==> src/rtl/lcd_pkg.sv <==
// Shared types and constants for the lap-history LCD driver: interface FSM
// states, HD44780 command bytes, ASCII glyphs and BCD digit conversion.
package lcd_pkg;

    typedef enum logic [2:0] {
        ST_DELAY,
        ST_FUNC_SET,
        ST_DISP_ON,
        ST_ENTRY,
        ST_L1_SET,
        ST_L1_DATA,
        ST_L2_SET,
        ST_L2_DATA
    } lcd_state_e;

    // Packed BCD lap time as delivered by the stopwatch counter.
    typedef struct packed {
        logic [3:0] m_ten;
        logic [3:0] m_one;
        logic [3:0] s_ten;
        logic [3:0] s_one;
        logic [3:0] c_ten;
        logic [3:0] c_one;
    } lap_time_t;

    localparam int LINE_LEN = 16;

    localparam logic [7:0] CMD_IDLE     = 8'h00;
    localparam logic [7:0] CMD_FUNC_SET = 8'h38;
    localparam logic [7:0] CMD_DISP_ON  = 8'h0C;
    localparam logic [7:0] CMD_ENTRY    = 8'h06;
    localparam logic [7:0] CMD_L1_SET   = 8'h80;
    localparam logic [7:0] CMD_L2_SET   = 8'hC0;

    localparam logic [7:0] ASC_SPACE = 8'h20;
    localparam logic [7:0] ASC_COLON = 8'h3A;
    localparam logic [7:0] ASC_DOT   = 8'h2E;
    localparam logic [7:0] ASC_DASH  = 8'h2D;
    localparam logic [7:0] ASC_SLASH = 8'h2F;
    localparam logic [7:0] ASC_ZERO  = 8'h30;
    localparam logic [7:0] ASC_L     = 8'h4C;
    localparam logic [7:0] ASC_A     = 8'h41;
    localparam logic [7:0] ASC_P     = 8'h50;
    localparam logic [7:0] ASC_T     = 8'h54;
    localparam logic [7:0] ASC_I     = 8'h49;
    localparam logic [7:0] ASC_M     = 8'h4D;
    localparam logic [7:0] ASC_E     = 8'h45;

    function automatic logic [7:0] digit_ascii(input logic [3:0] nib);
        return ASC_ZERO + {4'h0, nib};
    endfunction

endpackage

==> src/rtl/lap_history_buf.sv <==
// Circular lap-time history. Pushes overwrite the oldest entry once full;
// reads are combinational and addressed relative to the newest entry.
module lap_history_buf
    import lcd_pkg::*;
#(
    parameter int LAP_DEPTH = 8
) (
    input  logic                         clk,
    input  logic                         rst,
    input  logic                         push_i,
    input  logic                         clear_i,
    input  lap_time_t                    data_i,
    input  logic [$clog2(LAP_DEPTH)-1:0] rd_ofs_i,
    output logic [$clog2(LAP_DEPTH):0]   count_o,
    output lap_time_t                    rd_data_o
);

    localparam int AW = $clog2(LAP_DEPTH);
    localparam int CW = AW + 1;

    lap_time_t         mem_q [LAP_DEPTH];
    logic [AW-1:0]     wp_q, wp_d;
    logic [CW-1:0]     count_q, count_d;
    logic [AW-1:0]     rd_addr;

    // Next write pointer and occupancy; clear wins over a simultaneous push.
    always_comb begin
        wp_d    = wp_q;
        count_d = count_q;
        if (clear_i) begin
            wp_d    = '0;
            count_d = '0;
        end else if (push_i) begin
            wp_d = wp_q + 1'b1;
            if (count_q != CW'(LAP_DEPTH)) begin
                count_d = count_q + 1'b1;
            end
        end
    end

    // Pointer and occupancy registers.
    always_ff @(posedge clk) begin
        // NOTE: non-blocking assignments keep every register sampling pre-edge values, so process order cannot matter.
        if (rst) begin
            wp_q    <= '0;
            count_q <= '0;
        end else begin
            wp_q    <= wp_d;
            count_q <= count_d;
        end
    end

    // Entry storage written at the write pointer.
    always_ff @(posedge clk) begin
        // NOTE: storage has no reset; lap_count gates every read, so stale contents are never shown and the array maps to plain RAM.
        if (push_i && !clear_i) begin
            mem_q[wp_q] <= data_i;
        end
    end

    // Offset 0 is the entry written most recently (one behind wp).
    assign rd_addr   = wp_q - AW'(1) - rd_ofs_i;
    assign rd_data_o = mem_q[rd_addr];
    assign count_o   = count_q;

endmodule

==> src/rtl/lcd_lap_history.sv <==
// HD44780 2x16 driver showing a scrollable lap history.
// Line 1: "LAP ii/nn", line 2: "TIME:mm:ss.cc" of the viewed lap.
// Optional macro LCD_LAP_SCROLL_EN enables scroll_up/scroll_dn; without it
// the newest lap is always shown.
module lcd_lap_history
    import lcd_pkg::*;
#(
    parameter int DIV       = 10,
    parameter int PWR_DELAY = 20,
    parameter int LAP_DEPTH = 8
) (
    input  logic                       clk,
    input  logic                       rst,
    input  logic                       sw_mode,
    input  logic                       lap_valid,
    input  logic [23:0]                lap_time,
    input  logic                       lap_clear,
    input  logic                       scroll_up,
    input  logic                       scroll_dn,
    output logic [$clog2(LAP_DEPTH):0] lap_count,
    output logic                       LCD_E,
    output logic                       LCD_RS,
    output logic                       LCD_RW,
    output logic [7:0]                 LCD_DATA
);

    localparam int SW  = $clog2(LAP_DEPTH);
    localparam int CW  = SW + 1;
    localparam int DCW = $clog2(DIV);
    localparam int PCW = $clog2(PWR_DELAY + 1);

    // ------------------------------------------------------------------
    // Tick generator
    // ------------------------------------------------------------------
    logic [DCW-1:0] div_cnt_q, div_cnt_d;
    logic           tick_q;

    assign div_cnt_d = (div_cnt_q == DCW'(DIV - 1)) ? '0 : div_cnt_q + 1'b1;

    // Free-running divider; tick is registered so LCD_E is glitch-free.
    always_ff @(posedge clk) begin
        if (rst) begin
            div_cnt_q <= '0;
            tick_q    <= 1'b0;
        end else begin
            div_cnt_q <= div_cnt_d;
            tick_q    <= (div_cnt_q == DCW'(DIV - 1));
        end
    end

    // ------------------------------------------------------------------
    // History buffer and view offset
    // ------------------------------------------------------------------
    logic [SW-1:0] sel_q;
    lap_time_t     rd_data;

    lap_history_buf #(
        .LAP_DEPTH (LAP_DEPTH)
    ) u_buf (
        .clk       (clk),
        .rst       (rst),
        .push_i    (lap_valid),
        .clear_i   (lap_clear),
        .data_i    (lap_time),
        .rd_ofs_i  (sel_q),
        .count_o   (lap_count),
        .rd_data_o (rd_data)
    );

`ifdef LCD_LAP_SCROLL_EN
    logic [SW-1:0] sel_d;

    // View offset: clear/push snap to newest; opposing scrolls cancel.
    always_comb begin
        // NOTE: assigning every always_comb output first guarantees no path leaves it unassigned, so no latch is inferred.
        sel_d = sel_q;
        if (lap_clear || lap_valid) begin
            sel_d = '0;
        end else if (scroll_up && !scroll_dn) begin
            if (({1'b0, sel_q} + CW'(1)) < lap_count) begin
                sel_d = sel_q + 1'b1;
            end
        end else if (scroll_dn && !scroll_up) begin
            if (sel_q != '0) begin
                sel_d = sel_q - 1'b1;
            end
        end
    end

    // View offset register.
    always_ff @(posedge clk) begin
        if (rst) begin
            sel_q <= '0;
        end else begin
            sel_q <= sel_d;
        end
    end
`else
    logic unused_scroll;

    assign sel_q         = '0;
    assign unused_scroll = scroll_up | scroll_dn;
`endif

    // ------------------------------------------------------------------
    // Frame snapshot and text formatting
    // ------------------------------------------------------------------
    lap_time_t      snap_time_q, snap_time_d;
    logic [CW-1:0]  snap_idx_q, snap_idx_d;
    logic [CW-1:0]  snap_cnt_q, snap_cnt_d;
    logic [7:0]     line1_c [LINE_LEN];
    logic [7:0]     line2_c [LINE_LEN];
    logic [15:0]    idx_asc, cnt_asc;

    function automatic logic [15:0] dec2_ascii(input logic [6:0] v);
        return {digit_ascii(4'(v / 7'd10)), digit_ascii(4'(v % 7'd10))};
    endfunction

    assign idx_asc = dec2_ascii(7'(snap_idx_q));
    assign cnt_asc = dec2_ascii(7'(snap_cnt_q));

    // Build both 16-byte lines from the snapshot; blanks when sw_mode is 0.
    always_comb begin
        for (int i = 0; i < LINE_LEN; i++) begin
            line1_c[i] = ASC_SPACE;
            line2_c[i] = ASC_SPACE;
        end
        if (sw_mode) begin
            line1_c[0]  = ASC_L;
            line1_c[1]  = ASC_A;
            line1_c[2]  = ASC_P;
            line1_c[6]  = ASC_SLASH;
            line1_c[7]  = cnt_asc[15:8];
            line1_c[8]  = cnt_asc[7:0];
            line2_c[0]  = ASC_T;
            line2_c[1]  = ASC_I;
            line2_c[2]  = ASC_M;
            line2_c[3]  = ASC_E;
            line2_c[4]  = ASC_COLON;
            line2_c[7]  = ASC_COLON;
            line2_c[10] = ASC_DOT;
            if (snap_cnt_q == '0) begin
                line1_c[4]  = ASC_DASH;
                line1_c[5]  = ASC_DASH;
                line2_c[5]  = ASC_DASH;
                line2_c[6]  = ASC_DASH;
                line2_c[8]  = ASC_DASH;
                line2_c[9]  = ASC_DASH;
                line2_c[11] = ASC_DASH;
                line2_c[12] = ASC_DASH;
            end else begin
                line1_c[4]  = idx_asc[15:8];
                line1_c[5]  = idx_asc[7:0];
                line2_c[5]  = digit_ascii(snap_time_q.m_ten);
                line2_c[6]  = digit_ascii(snap_time_q.m_one);
                line2_c[8]  = digit_ascii(snap_time_q.s_ten);
                line2_c[9]  = digit_ascii(snap_time_q.s_one);
                line2_c[11] = digit_ascii(snap_time_q.c_ten);
                line2_c[12] = digit_ascii(snap_time_q.c_one);
            end
        end
    end

    // ------------------------------------------------------------------
    // LCD interface FSM: state_q names the byte currently on the pins
    // ------------------------------------------------------------------
    lcd_state_e     state_q, state_d;
    logic [PCW-1:0] dly_q, dly_d;
    logic [3:0]     chr_q, chr_d;
    logic           rs_q, rs_d;
    logic [7:0]     data_q, data_d;
    logic           enter_l1;

    // Next byte and state, evaluated only on tick cycles.
    always_comb begin
        state_d     = state_q;
        dly_d       = dly_q;
        chr_d       = chr_q;
        rs_d        = rs_q;
        data_d      = data_q;
        snap_time_d = snap_time_q;
        snap_idx_d  = snap_idx_q;
        snap_cnt_d  = snap_cnt_q;
        enter_l1    = 1'b0;
        if (tick_q) begin
            unique case (state_q)
                ST_DELAY: begin
                    rs_d = 1'b0;
                    if (dly_q == PCW'(PWR_DELAY - 1)) begin
                        state_d = ST_FUNC_SET;
                        data_d  = CMD_FUNC_SET;
                    end else begin
                        dly_d  = dly_q + 1'b1;
                        data_d = CMD_IDLE;
                    end
                end
                ST_FUNC_SET: begin
                    state_d = ST_DISP_ON;
                    rs_d    = 1'b0;
                    data_d  = CMD_DISP_ON;
                end
                ST_DISP_ON: begin
                    state_d = ST_ENTRY;
                    rs_d    = 1'b0;
                    data_d  = CMD_ENTRY;
                end
                ST_ENTRY: begin
                    enter_l1 = 1'b1;
                end
                ST_L1_SET: begin
                    state_d = ST_L1_DATA;
                    chr_d   = '0;
                    rs_d    = 1'b1;
                    data_d  = line1_c[0];
                end
                ST_L1_DATA: begin
                    if (chr_q == 4'(LINE_LEN - 1)) begin
                        state_d = ST_L2_SET;
                        rs_d    = 1'b0;
                        data_d  = CMD_L2_SET;
                    end else begin
                        chr_d  = chr_q + 4'd1;
                        rs_d   = 1'b1;
                        data_d = line1_c[chr_q + 4'd1];
                    end
                end
                ST_L2_SET: begin
                    state_d = ST_L2_DATA;
                    chr_d   = '0;
                    rs_d    = 1'b1;
                    data_d  = line2_c[0];
                end
                ST_L2_DATA: begin
                    if (chr_q == 4'(LINE_LEN - 1)) begin
                        enter_l1 = 1'b1;
                    end else begin
                        chr_d  = chr_q + 4'd1;
                        rs_d   = 1'b1;
                        data_d = line2_c[chr_q + 4'd1];
                    end
                end
                default: begin
                    state_d = ST_DELAY;
                end
            endcase
            // Issuing the line-1 address latches the frame's snapshot.
            if (enter_l1) begin
                state_d     = ST_L1_SET;
                rs_d        = 1'b0;
                data_d      = CMD_L1_SET;
                snap_time_d = rd_data;
                snap_idx_d  = lap_count - {1'b0, sel_q};
                snap_cnt_d  = lap_count;
            end
        end
    end

    // FSM, pin and snapshot registers.
    always_ff @(posedge clk) begin
        if (rst) begin
            state_q     <= ST_DELAY;
            dly_q       <= '0;
            chr_q       <= '0;
            rs_q        <= 1'b0;
            data_q      <= CMD_IDLE;
            snap_time_q <= '0;
            snap_idx_q  <= '0;
            snap_cnt_q  <= '0;
        end else begin
            state_q     <= state_d;
            dly_q       <= dly_d;
            chr_q       <= chr_d;
            rs_q        <= rs_d;
            data_q      <= data_d;
            snap_time_q <= snap_time_d;
            snap_idx_q  <= snap_idx_d;
            snap_cnt_q  <= snap_cnt_d;
        end
    end

    assign LCD_E    = tick_q;
    assign LCD_RS   = rs_q;
    assign LCD_RW   = 1'b0;
    assign LCD_DATA = data_q;

endmodule

==> config.mk <==
export PLATFORM = sky130hd
export DESIGN_NAME = lcd_lap_history
export DESIGN_NICKNAME = d
export VERILOG_FILES = /design/src/rtl/lcd_pkg.sv /design/src/rtl/lap_history_buf.sv /design/src/rtl/lcd_lap_history.sv
export SDC_FILE = /design/constraint.sdc
export NUM_CORES = 1
export LEC_CHECK = 0
export BUFFER_PORTS_ARGS = -buffer_cell sky130_fd_sc_hd__buf_2
export CAP_MARGIN = 20
export CORE_ASPECT_RATIO = 1.25
export CORE_MARGIN = 1
export CORE_UTILIZATION = 60
export DETAILED_ROUTE_END_ITERATION = 6
export GPL_ROUTABILITY_DRIVEN = 0
export GPL_TIMING_DRIVEN = 0
export PLACE_DENSITY_LB_ADDON = 0.2
export SYNTH_ARGS = -nofsm -noshare
export SYNTH_HDL_FRONTEND = slang
export SYNTH_HIERARCHICAL = 1
export SYNTH_SLANG_ARGS = --single-unit
==> constraint.sdc <==
create_clock -name clk -period 3.7 [get_ports clk]
set_input_delay 0.185 -clock clk [delete_from_list [all_inputs] [get_ports clk]]
set_output_delay 0.185 -clock clk [all_outputs]
set_load 0.02 [all_outputs]
* Word level (Yosys, flattened, before mapping) *
Memories as Yosys holds them, arrays and structs flattened. A register that Yosys moved wholly into a read port is not among the register bits.
Cells that the tools add are included.

word-level totals
  register bits after elaboration = 37
  latch bits = 0
  RAM bits = 192
  bits in read-only memories = 0
  bits of input ports = 31
  logic and storage cells = 98
  memories = 1

memories
  memory       depth  bits a word  rd ports  clocked after Yosys merged registers in  write ports  RTL line               RTL
  u_buf.mem_q  8      24           1         1                                        1            lap_history_buf.sv:21  lap_time_t mem_q [LAP_DEPTH];

cells by class
  add/sub/neg operators = 14
  multipliers = 0
  divide/modulo/power cells = 2
  order comparisons = 1
  equality and inequality tests = 15
  shift-type cells = 0
  muxes and demuxes = 33
  bitwise gates (word level) = 2
  reduce and logical (&&, ||, !) cells = 20

operators by type and width
  cell                                                 count
  two-way mux 103 bit                                  1
  binary-select mux 8 bit (select 4 bit)               2
  two-way mux 15 bit                                   4
  adder 6 x 4 -> 7 bit, first input constant           8
  two-way mux 8 bit                                    7
  case mux 8 bit (7 select lines)                      1
  two-way mux 39 bit                                   1
  two-way mux 23 bit                                   1
  case mux 3 bit (6 select lines)                      1
  adder 4 x 1 -> 4 bit, second input constant          3
  equality test 3 bit, second input constant           4
  AND reduction 3 bit                                  4
  two-way mux 3 bit                                    3
  inequality test 3 bit, second input constant         3
  equality test 4 bit, second input constant           2
  case mux 4 bit (2 select lines)                      1
  nonzero test 8 bit                                   1
  OR reduction 2 bit                                   4
  divider 4 x 4 -> 7 bit, second input constant        1
  modulo 4 x 4 -> 7 bit, second input constant         1
  two-way mux 1 bit                                    7
  nonzero test 7 bit                                   1
  equality test 3 x 2 -> 1 bit, second input constant  2
  two-way mux 6 bit                                    1
  other kinds (22)                                     23

* Logic depth before layout (Yosys ltp) *
  depth in word-level cells = 10
  mapped depth = 11
  mapped depth without buffers = 9

* Cells and area by module *
Netlist, hierarchy kept.

modules (own cells, without submodules)
  module           times used  cells each  area an instance (um^2)  sequential area each (um^2)
  lap_history_buf  1           334         7727.4                   5905.7
  lcd_lap_history  1           415         3125.5                   1081.0

* Worst setup path before layout *
Ideal clock, no wire load.

  path type = input port to flip-flop
  from = in lap_valid
  to = mem u_buf/mem_q[0][0] (netlist name), enable pin
  data arrival time = 2.958 ns
  data required time = 3.234 ns
  setup slack = 0.276 ns
  stages on the path = 3
  path buffers = 1
  cells stage by stage = clkbuf_1 > nand2b_1 > nor4_1

on the way
  longest elaborated chain between the ends = 3

ends and longest elaborated chain
  element                                  RTL line               RTL
  start, declared                          lcd_lap_history.sv:15  input logic lap_valid,
  logical AND 1 bit                        lap_history_buf.sv:56  if (push_i && !clear_i) begin
  two-way mux 1 bit                        lap_history_buf.sv:56
  two-way mux 1 bit (not written as such)  lap_history_buf.sv:57  mem_q[wp_q] <= data_i;
  end, declared                            lap_history_buf.sv:21

No other way between the ends.

* Worst setup path in the final report *
  from = reg u_buf.wp_q[0]
  to = reg snap_time_q[10] (netlist name)

on the way
  longest elaborated chain between the ends = 1

ends and longest elaborated chain
  element                    RTL line                RTL
  start, declared            lap_history_buf.sv:22   logic [AW-1:0] wp_q, wp_d;
  start signal, assigned     lap_history_buf.sv:48   wp_q <= wp_d;
  subtractor 3 x 1 -> 3 bit  lap_history_buf.sv:62   assign rd_addr = wp_q - AW'(1) - rd_ofs_i;
  end signal, assigned       lcd_lap_history.sv:275  snap_time_q <= snap_time_d;
  end, declared              lcd_lap_history.sv:108  lap_time_t snap_time_q, snap_time_d;

No other way between the ends.
A chain may end at the register's enable or synchronous reset.

==> results.json <==
{
  "outcome": "finished, final reports clean",
  "reg2reg_depth": 7,
  "min_path_cells": 2,
  "fin_tns_setup_ps": 0,
  "yosysSeqAreaShare": 0.644,
  "antenna_found_initial": 1,
  "clk_pin_slew_worst_paths_ps": 60,
  "drc": 0,
  "hold_violations": 0,
  "p_switching_mw": 1.26,
  "startpoint_type": "flop",
  "cts_resized": 0,
  "io_pins": 46,
  "dr.pass1.iters": 7,
  "timing.slew.headroom": 0.283,
  "cts_tree": "built",
  "power_leakage_nw": 4.23,
  "nets": 898,
  "numCtsBuffers": 25,
  "final_area_um2": 12600,
  "start_util": 0.618,
  "cp_max_fo": 10,
  "fin_skew_ps": 18.1,
  "vias_per_cell": 6.22,
  "syn_area_per_cell_um2": 14.5,
  "dpl.cell_count": 1024,
  "vdd_ir_drop_max_uv": 441,
  "setup_viol": 0,
  "coreArea_um2": 17600,
  "swShare": 0.201,
  "period_share": 0.776,
  "required_ps": 4080,
  "grt_usage": 0.261,
  "worst_pin_slew_ps": 1070,
  "clockBufferDepth": 3,
  "dr.first_iter.drc_count": 838,
  "p_int_mw": 5.01,
  "path_class": "flop to flop",
  "rsz0062_at_grt": "no",
  "dieArea_um2": 18600,
  "placementRows": 54,
  "synth_cells": 749,
  "worst_skew_pair.late_latency_ps": 520,
  "p_comb_frac": 0.064,
  "drv_slew": 0,
  "final_cells": 1095,
  "ant_nets": 0,
  "clock_power_share": 0.445,
  "ys_ff_latch": 253,
  "p_per_area_nw_per_um2": 497,
  "drv_cap": 0,
  "yosys_warnings": 6,
  "die_w_um": 122,
  "grt_pass1_vias": 6955,
  "grt_pass1_wl_um": 37200,
  "area_growth_pct": 16.3,
  "finalCriticalPeriod_ps": 2870,
  "grt_overflow_total": 0,
  "layout-drive-gt1-share": 0.226,
  "grt_max_degree": 25,
  "routed_wl_um": 23500,
  "cts_sinks": 253,
  "fmax_ghz": 0.348,
  "portBuffers": 41,
  "synth_edf_count": 192,
  "hold_class": "input pin to flop",
  "yosys.cell_types.count": 71,
  "crit_path_end_kind": "flop",
  "vias": 6810,
  "cts.htree.levels": 1,
  "dpl_cell_area_um2": 11500,
  "ys.flop_type": "edfxtp_1",
  "cp.arrival_ps": 3250,
  "seqPwrFrac": 0.491,
  "pre_cts_ws_ps": 855,
  "cts-root-buf": "clkbuf_16",
  "synth_area_um2": 10900,
  "drt-wirelength-per-cell_um": 21.5,
  "totalPowerFinal_mw": 6.27,
  "die_h_um": 152,
  "fin_ws_ps": 830,
  "post-dp-hpwl_um": 14900,
  "async_reset_ff_frac": 0
}
cell families (layout without fill, tap and decap cells):
family | count (synthesis) | in the layout | synth area share
AND/OR/NAND/NOR | 188 | 188 | 0.0821
other | 1 | 5 | 0.000346
XOR/XNOR | 16 | 16 | 0.0160
adder cells (fa/ha/maj) | 16 | 16 | 0.0191
AO/OA/AOI/OAI | 134 | 134 | 0.0764
buffers and inverters | 63 | 181 | 0.0279
multiplexers | 78 | 78 | 0.134
flip-flops | 253 | 253 | 0.644
synthesized netlist by cell type (7+ instances only):
master    instances  area share
clkbuf_1         26      0.0090
nand4_1           7      0.0040
edfxtp_1        192        0.53
a21oi_1          59       0.027
mux2_2           13       0.013
mux4_2           48        0.10
nor2_1           38       0.013
o21ai_0          19      0.0088
xor2_1            7      0.0056
nand3_1          13      0.0060
mux2_4           12       0.017
dfxtp_1          61        0.11
inv_1            18      0.0062
nor3_1            9      0.0042
ha_1             15       0.017
nand2_1          82       0.028
buf_2            12      0.0055
placed cells by master (no fill, tap or decap), drive strengths merged, types with 8 or more instances in the layout:
master and instances:
a21oi 59, buf 67, clkbuf 56, dfxtp 61
dlygate4sd3 24, edfxtp 192, ha 15, inv 20
mux2 25, mux4 48, nand2 83, nand3 13
nor2 38, nor3 10, o21ai 25, xnor2 8
xor2 8
worst max-delay path, cell delays in order (launching register included):
cell,delay [ps]
dfxtp_1,410
ha_1,240
fa_1,550
clkbuf_1,650
mux4_2,430
mux2_4,300
nand2_1,100
a21oi_1,70
worst paths after layout:
check / end / startpoint / slack [ps]
worst max-delay path: snap_time_q[10] / u_buf/wp_q[0] / 830
worst max register to register: snap_time_q[10] / u_buf/wp_q[0] / 830
worst min register to register: snap_time_q[7] / snap_time_q[7] / 450
worst min-delay path: u_buf/mem_q[4][23] / lap_clear / 130
timing repair:
| item | in CTS | in global routing |
|---|---|---|
| endpoints found under the hold margin | 192 | 0 |
| buffers inserted | 0 | 0 |
| hold buffers | 24 | 0 |
power by group through the flow:
stage               clock (mW)  combinational, mW  sequential, mW
global placement             0              0.362            3.14
finish                    2.79              0.402            3.08
floorplan                    0              0.260            3.14
CTS                       2.83              0.404            3.08
global route              2.93              0.429            3.08
detailed placement           0              0.380            3.14
state kept, by name (all words and copies together) (netlist names), 4 cells and up:
name and count:
u_buf/mem_q 192, snap_cnt_q 4, u_buf/count_o 4, dly_q 5, chr_q 4, snap_time_q 24
LCD_DATA 8, div_cnt_q 4
metal layers:
metal	global-route usage	wire length, um	vias up
li1	-	-	3084
met1	0.324	8980	3324
met2	0.455	12200	317
met3	0.0367	1390	85
met4	0.106	920	0
met5	0	0	-
final cells by class:
type                    count  area, um2
diodes                      1       2.50
plain buffers              45        235
clock buffers              30        644
clock inverters            16        268
fillers                  1152       4950
inverters                  18       67.6
multi-input cells         436       3630
flip-flops and latches    253       6990
well taps                 224        280
repair buffers             72        502
per-stage QoR:
step                hold slack, ps   util
global route                   132  0.718
finish                         128  0.718
detailed placement             443  0.653
floorplan                      284      -
global placement               437  0.646
CTS                            105  0.718
(Power assumes the default switching activity.)
